**src/rtl/spi_pkg.sv**
```systemverilog
// Shared types for the SPI peripheral receiver.
// FSM state encoding and SCLK sample-edge selection.
package spi_pkg;

    typedef enum logic [1:0] {
        IDLE  = 2'd0,
        SHIFT = 2'd1,
        ABORT = 2'd2
    } spi_state_t;

    // 1: sample on rising SCLK, 0: sample on falling SCLK
    function automatic logic sample_on_rise(input int cpol, input int cpha);
        return cpol == cpha;
    endfunction

endpackage

```
**src/rtl/spi_rx_fifo.sv**
```systemverilog
// Show-ahead RX FIFO; head is valid whenever empty is low.
// Extra pointer bit separates full from empty.
module spi_rx_fifo
    import spi_pkg::*;
#(
    parameter int WIDTH = 8,
    parameter int DEPTH = 4
) (
    input  logic                    clk,
    input  logic                    rst_n,
    input  logic                    push,
    input  logic [WIDTH-1:0]        push_data,
    input  logic                    pop,
    output logic [WIDTH-1:0]        head,
    output logic                    full,
    output logic                    empty,
    output logic [$clog2(DEPTH):0]  count
);

    localparam int AW = $clog2(DEPTH);
    localparam logic [AW:0] ONE = (AW+1)'(1);

    logic [WIDTH-1:0] mem [DEPTH];
    logic [AW:0]      wptr;
    logic [AW:0]      rptr;
    logic             wr_en;
    logic             rd_en;

    assign count = wptr - rptr;
    assign empty = wptr == rptr;
    assign full  = (wptr[AW] != rptr[AW]) &&
                   (wptr[AW-1:0] == rptr[AW-1:0]);
    assign head  = mem[rptr[AW-1:0]];

    // A same-cycle pop frees the slot a push into a full FIFO needs
    assign rd_en = pop && !empty;
    assign wr_en = push && (!full || rd_en);

    always_ff @(posedge clk or negedge rst_n) begin
        if (!rst_n) begin
            wptr <= '0;
            rptr <= '0;
            for (int i = 0; i < DEPTH; i++) mem[i] <= '0;
        end else begin
            if (wr_en) begin
                mem[wptr[AW-1:0]] <= push_data;
                wptr <= wptr + ONE;
            end
            if (rd_en) rptr <= rptr + ONE;
        end
    end

endmodule

```
**src/rtl/spi_peripheral_fifo.sv**
```systemverilog
// SPI target receiver, any CPOL/CPHA, with buffered RX frames.
// Define SPI_TX_EN to add the CIPO transmit path.
module spi_peripheral_fifo
    import spi_pkg::*;
#(
    parameter int FRAME_BITS     = 8,
    parameter int FIFO_DEPTH     = 4,
    parameter int CPOL           = 0,
    parameter int CPHA           = 0,
    parameter int TIMEOUT_CYCLES = 10000
) (
    input  logic                          clk,
    input  logic                          rst_n,
    input  logic                          SCLK,
    input  logic                          COPI,
    input  logic                          spi_cs_n,
    input  logic                          rx_enable,
    output logic [FRAME_BITS-1:0]         rx_data,
    output logic                          rx_valid,
    input  logic                          rx_ready,
    output logic [$clog2(FIFO_DEPTH):0]   rx_count,
    output logic                          overflow,
    input  logic                          err_clr,
    output logic                          frame_error,
    output logic                          timeout
`ifdef SPI_TX_EN
    ,
    input  logic [FRAME_BITS-1:0]         tx_data,
    input  logic                          tx_load,
    output logic                          tx_ready,
    output logic                          CIPO,
    output logic                          cipo_oe
`endif
);

    localparam int CW = $clog2(FRAME_BITS);
    localparam int TW = $clog2(TIMEOUT_CYCLES + 1);
    localparam logic RISE = sample_on_rise(CPOL, CPHA);
    localparam logic IDLE_LVL = CPOL != 0;
    localparam logic [CW-1:0] LAST_BIT = CW'(FRAME_BITS - 1);
    localparam logic [CW-1:0] BIT_ONE = CW'(1);
    localparam logic [TW-1:0] TMO_LAST = TW'(TIMEOUT_CYCLES - 1);
    localparam logic [TW-1:0] TMO_ONE = TW'(1);

    logic [2:0]            sclk_q;
    logic [1:0]            copi_q;
    logic [1:0]            cs_q;
    logic                  cs_sync;
    logic                  copi_sync;
    logic                  sclk_rise;
    logic                  sclk_fall;
    logic                  sample_edge;
    spi_state_t            state;
    logic [CW-1:0]         bit_cnt;
    logic [TW-1:0]         tmo_cnt;
    logic [FRAME_BITS-1:0] shift;
    logic [FRAME_BITS-1:0] push_data;
    logic                  push_q;
    logic                  pop;
    logic                  full;
    logic                  empty;
    logic                  start;
    logic                  frame_done;

    // Idle-level SCLK and released CS at reset avoid a false edge
    always_ff @(posedge clk or negedge rst_n) begin
        if (!rst_n) begin
            sclk_q <= {3{IDLE_LVL}};
            copi_q <= '0;
            cs_q   <= 2'b11;
        end else begin
            sclk_q <= {sclk_q[1:0], SCLK};
            copi_q <= {copi_q[0], COPI};
            cs_q   <= {cs_q[0], spi_cs_n};
        end
    end

    assign cs_sync     = cs_q[1];
    assign copi_sync   = copi_q[1];
    assign sclk_rise   = sclk_q[1] && !sclk_q[2];
    assign sclk_fall   = !sclk_q[1] && sclk_q[2];
    assign sample_edge = RISE ? sclk_rise : sclk_fall;
    assign start       = (state == IDLE) && !cs_sync && rx_enable;
    assign frame_done  = (state == SHIFT) && !cs_sync && rx_enable &&
                         sample_edge && (bit_cnt == LAST_BIT);

    always_ff @(posedge clk or negedge rst_n) begin
        if (!rst_n) begin
            state       <= IDLE;
            bit_cnt     <= '0;
            tmo_cnt     <= '0;
            shift       <= '0;
            push_data   <= '0;
            push_q      <= 1'b0;
            frame_error <= 1'b0;
            timeout     <= 1'b0;
        end else begin
            push_q      <= 1'b0;
            frame_error <= 1'b0;
            timeout     <= 1'b0;
            unique case (state)
                IDLE: begin
                    bit_cnt <= '0;
                    tmo_cnt <= '0;
                    if (start) state <= SHIFT;
                end
                SHIFT: begin
                    if (cs_sync) begin
                        frame_error <= bit_cnt != '0;
                        bit_cnt     <= '0;
                        tmo_cnt     <= '0;
                        state       <= IDLE;
                    end else if (!rx_enable) begin
                        bit_cnt <= '0;
                        tmo_cnt <= '0;
                        state   <= ABORT;
                    end else if (sample_edge) begin
                        shift   <= {shift[FRAME_BITS-2:0], copi_sync};
                        tmo_cnt <= '0;
                        if (frame_done) begin
                            push_q    <= 1'b1;
                            push_data <= {shift[FRAME_BITS-2:0], copi_sync};
                            bit_cnt   <= '0;
                        end else begin
                            bit_cnt <= bit_cnt + BIT_ONE;
                        end
                    end else if (bit_cnt != '0) begin
                        if (tmo_cnt == TMO_LAST) begin
                            timeout <= 1'b1;
                            bit_cnt <= '0;
                            tmo_cnt <= '0;
                            state   <= ABORT;
                        end else begin
                            tmo_cnt <= tmo_cnt + TMO_ONE;
                        end
                    end else begin
                        tmo_cnt <= '0;
                    end
                end
                ABORT: begin
                    bit_cnt <= '0;
                    tmo_cnt <= '0;
                    if (cs_sync) state <= IDLE;
                end
                default: state <= IDLE;
            endcase
        end
    end

    assign pop      = rx_valid && rx_ready;
    assign rx_valid = !empty;

    spi_rx_fifo #(
        .WIDTH (FRAME_BITS),
        .DEPTH (FIFO_DEPTH)
    ) u_fifo (
        .clk       (clk),
        .rst_n     (rst_n),
        .push      (push_q),
        .push_data (push_data),
        .pop       (pop),
        .head      (rx_data),
        .full      (full),
        .empty     (empty),
        .count     (rx_count)
    );

    // A dropped frame wins over a same-cycle clear
    always_ff @(posedge clk or negedge rst_n) begin
        if (!rst_n) overflow <= 1'b0;
        else if (push_q && full && !pop) overflow <= 1'b1;
        else if (err_clr) overflow <= 1'b0;
    end

`ifdef SPI_TX_EN
    logic [FRAME_BITS-1:0] tx_hold;
    logic [FRAME_BITS-1:0] tx_sh;
    logic                  tx_full;
    logic                  tx_full_nxt;
    logic                  tx_skip;
    logic                  tx_copy;
    logic                  shift_edge;

    assign shift_edge = RISE ? sclk_fall : sclk_rise;
    assign tx_copy    = start || frame_done;
    assign CIPO       = tx_sh[FRAME_BITS-1];
    assign cipo_oe    = !cs_sync;

    always_comb begin
        tx_full_nxt = tx_full;
        if (tx_load && tx_ready) tx_full_nxt = 1'b1;
        else if (tx_copy) tx_full_nxt = 1'b0;
    end

    // The shift edge right after a copy must keep the new MSB on CIPO
    always_ff @(posedge clk or negedge rst_n) begin
        if (!rst_n) begin
            tx_hold  <= '0;
            tx_sh    <= '0;
            tx_full  <= 1'b0;
            tx_ready <= 1'b0;
            tx_skip  <= 1'b0;
        end else begin
            tx_full  <= tx_full_nxt;
            tx_ready <= !tx_full_nxt;
            if (tx_load && tx_ready) tx_hold <= tx_data;
            if (tx_copy) begin
                tx_sh   <= tx_full ? tx_hold : '1;
                tx_skip <= (CPHA != 0) || frame_done;
            end else if ((state == SHIFT) && shift_edge) begin
                if (tx_skip) tx_skip <= 1'b0;
                else tx_sh <= {tx_sh[FRAME_BITS-2:0], 1'b1};
            end
        end
    end
`endif

endmodule

```
**config.mk**
```make
export PLATFORM = sky130hd
export DESIGN_NAME = spi_peripheral_fifo
export DESIGN_NICKNAME = d
export VERILOG_FILES = /design/src/rtl/spi_pkg.sv /design/src/rtl/spi_rx_fifo.sv /design/src/rtl/spi_peripheral_fifo.sv
export SDC_FILE = /design/constraint.sdc
export NUM_CORES = 1
export LEC_CHECK = 0
export ABC_AREA = 1
export CORE_MARGIN = 2
export CORE_UTILIZATION = 59
export CTS_CLUSTER_SIZE = 28
export DETAILED_ROUTE_END_ITERATION = 10
export PLACE_DENSITY_LB_ADDON = 0.05
export SLEW_MARGIN = 25
export SYNTH_ARGS = -nofsm -noshare
export SYNTH_HDL_FRONTEND = slang
export SYNTH_SLANG_ARGS = --single-unit
```
**constraint.sdc**
```tcl
create_clock -name clk -period 2.2 [get_ports clk]
set_input_delay 0.44 -clock clk [delete_from_list [all_inputs] [get_ports clk]]
set_output_delay 0.44 -clock clk [all_outputs]
set_load 0.02 [all_outputs]
```
==> run summary <==
outcome: complete, but fails checks
failing checks: DRC
all-layer global routing usage: 22.8%
min Tclk post-route: 2.11 ns
grt peak-use layer: met2
Final Setup Violations: 0
Setup crit end: rx_data[5]
Layout area overhead: 14.9%
Sequential Power Share: 51.4%
share of layout cells above drive strength 1: 12.3%
CP Data Required Time: 1.76 ns
initial antenna violation count: 0
pwr/cell area: 715 nW/um2
Fill cells: 517
TritonCTS sink count: 83
DR WL/cell: 12.8 um
switching power: 787 uW
Place WS: 0.0326 ns
Port Buffers: 22
crit path kind: reg -> out
root buffer cell: clkbuf_8
final wirelength: 7290 um
Mapped Cells: 452
final slew viol count: 0
Final TNS setup: 0 ns
setup ws final: 0.0902 ns
post-CTS setup buffers: 0
Internal Power: 2450 uW
final worst-path cycle share: 95.9%
RSZ-0062 raised after global routing: no
met1 usage: 30.3%
vias in the first global route: 2884
Critical Path Start Type: flop
DRC violations left: 1
sequential fraction of the synthesis area: 52.7%
ANT cells: 0
Vias: 3016
reg2reg start: u_fifo.rptr[1]
post-synth net total: 473
CP arrival: 1.67 ns
die height: 85.8 um
achievable clock frequency: 474 MHz
cells on worst reg2reg path: 8
CTS H-tree depth: 3
Rows: 29
Worst-path clk slew: 0.09 ns
Register-to-Register Setup Slack: 0.53 ns
die width: 85.8 um
nets@finish: 510
Slew @ Worst Pin: 0.511 ns
GRT overflow: 0
routability cong.: 0.826
io pins: 23
LEAKAGE: 0.00220 uW
Rel. slew slack: 65.9%
logic gate share of total power: 8.1%
Synth cell types: 31
Worst Hold Class: in -> async
Clock Power Share: 40.5%
Syn Std Cell Area: 3950 um2
Crit. End Element: output pin
commonest non-fill, non-tap cells in the layout: nand2_1, dfrtp_1, o21ai_0
R2R Path End: u_fifo.mem[3]
most common cell after layout, fill and taps aside: nand2_1
max_cap viols: 0
Ys Warns: 0
met3 global-route usage: 3.27%
die footprint: 7360 um2
peak supply drop: 550 uV
Critical Path Fanout Max: 9
core box area: 6420 um2
Starting DRT DRC Count: 130
largest net degree at the start of global routing: 40
first-pass GRT wire length: 13000 um
number of failing hold endpoints at the final stage: 0
Yosys reg bits: 83
clock buffer count from CTS: 9
Starting Density: 61.4%
Crit. Startpoint: u_fifo.rptr[0]
CTS tree: built
drt pass-1 iters: 7
clk_lat worst skew: 0.34 ns
multi-input logic area: 1640 um2
ANT nets after route: 0
Avg Inst Size Synth: 8.73 um2
clk buf depth: 2
GR Util met2: 36.8%
FF/Latch Area: 2080 um2
HPWL after detailed placement: 5200 um
Layout Skew: 0.0111 ns
via/cell ratio: 5.28
Sw Ratio: 24.3%
-- repair_timing --
item                       CTS  global route
setup endpoints to repair   11             8
gates cloned                 0             0
hold buffers                 0             0
resized for setup           16            11
-- logic make-up (layout without fill, tap and decap cells) --
group	after synthesis	after routing	share of synthesized area, %
xor+xnor	11	11	2.44
buf+inv	57	99	5.80
simple gates	204	204	23.0
compound gates	84	84	11.8
flops	83	83	52.7
fa+ha+maj	13	13	4.31
-- metrics by stage --
stage | hold WS [ns] | area [um2] | utilization (%) | total power, uW | instances
2_1_floorplan | 0.144 | 3950 | - | 1860 | 452
3_3_place_gp | 0.332 | 4320 | 67.3 | 1950 | 555
3_5_place_dp | 0.337 | 4320 | 67.3 | 1960 | 555
4_1_cts | 0.0614 | 4550 | 70.9 | 3280 | 571
5_1_grt | 0.0941 | 4530 | 70.6 | 3390 | 571
6_report | 0.0576 | 4530 | 70.6 | 3240 | 571
-- registers in the layout, summed over array words and instances, names as in the netlist --
signal / cells
copi_q: 2
frame_error: 1
bit_cnt: 3
overflow: 1
u_fifo.mem: 32
cs_q: 2
u_fifo.rptr: 3
timeout: 1
state: 2
u_fifo.wptr: 3
push_q: 1
sclk_q: 3
push_data: 8
tmo_cnt: 14
shift: 7
-- cells in the mapped netlist (all sizes together) --
library cell	number	share of area [%]
nand2	121	12
dfrtp	81	51
o22ai	10	1.6
nand3b	1	0.19
buf	7	1.0
o21bai	1	0.19
a21oi	2	0.25
nor3	3	0.67
xor2	8	1.8
inv	46	4.4
xnor2	3	0.67
fa	1	0.51
dfstp	2	1.3
clkinv	2	0.19
clkbuf	2	0.19
or2	1	0.16
nor2	49	5.0
nand3	29	4.9
o211ai	1	0.19
o21ai	70	9.5
ha	12	3.8
-- worst min path at each step --
stage,start,endpoint,cells after the start
final,rst_n,overflow,1
after global routing,rst_n,u_fifo.mem[29],1
after CTS,rst_n,overflow,1
after detailed placement,copi_q[0],copi_q[1],0
after global placement,copi_q[0],copi_q[1],0
after floorplan,rst_n,bit_cnt[0],0
-- layer usage --
| metal | part of all wire, % | up-vias |
|---|---|---|
| met2 | 49 | 57 |
| met4 | 1.7 | 0 |
| met5 | 0 | - |
| met1 | 46 | 1419 |
| met3 | 3.4 | 11 |
| li1 | - | 1529 |
-- worst max-delay path, stage by stage, from the launching register on --
cell	delay, ns
dfrtp_1	0.39
buf_4	0.16
inv_1	0.07
buf_4	0.16
nor2_1	0.05
o22ai_1	0.15
dlygate4sd2_1	0.35
-- layout make-up --
cell class	count	share of cell area, %
clock inverter	7	2.68
timing repair buffer	35	6.51
inverter	48	3.97
sequential	83	45.9
clock buffer	9	2.73
multi-input combinational	312	36.1
tap	77	2.13
-- power groups by stage --
stage	clock network [uW]	logic, uW	registers, uW
global route	1400	312	1670
CTS	1350	269	1660
global placement	0	258	1690
detailed placement	0	267	1700
floorplan	0	179	1690
finish	1310	263	1670
Note: power is estimated with default switching activity, not from simulation.
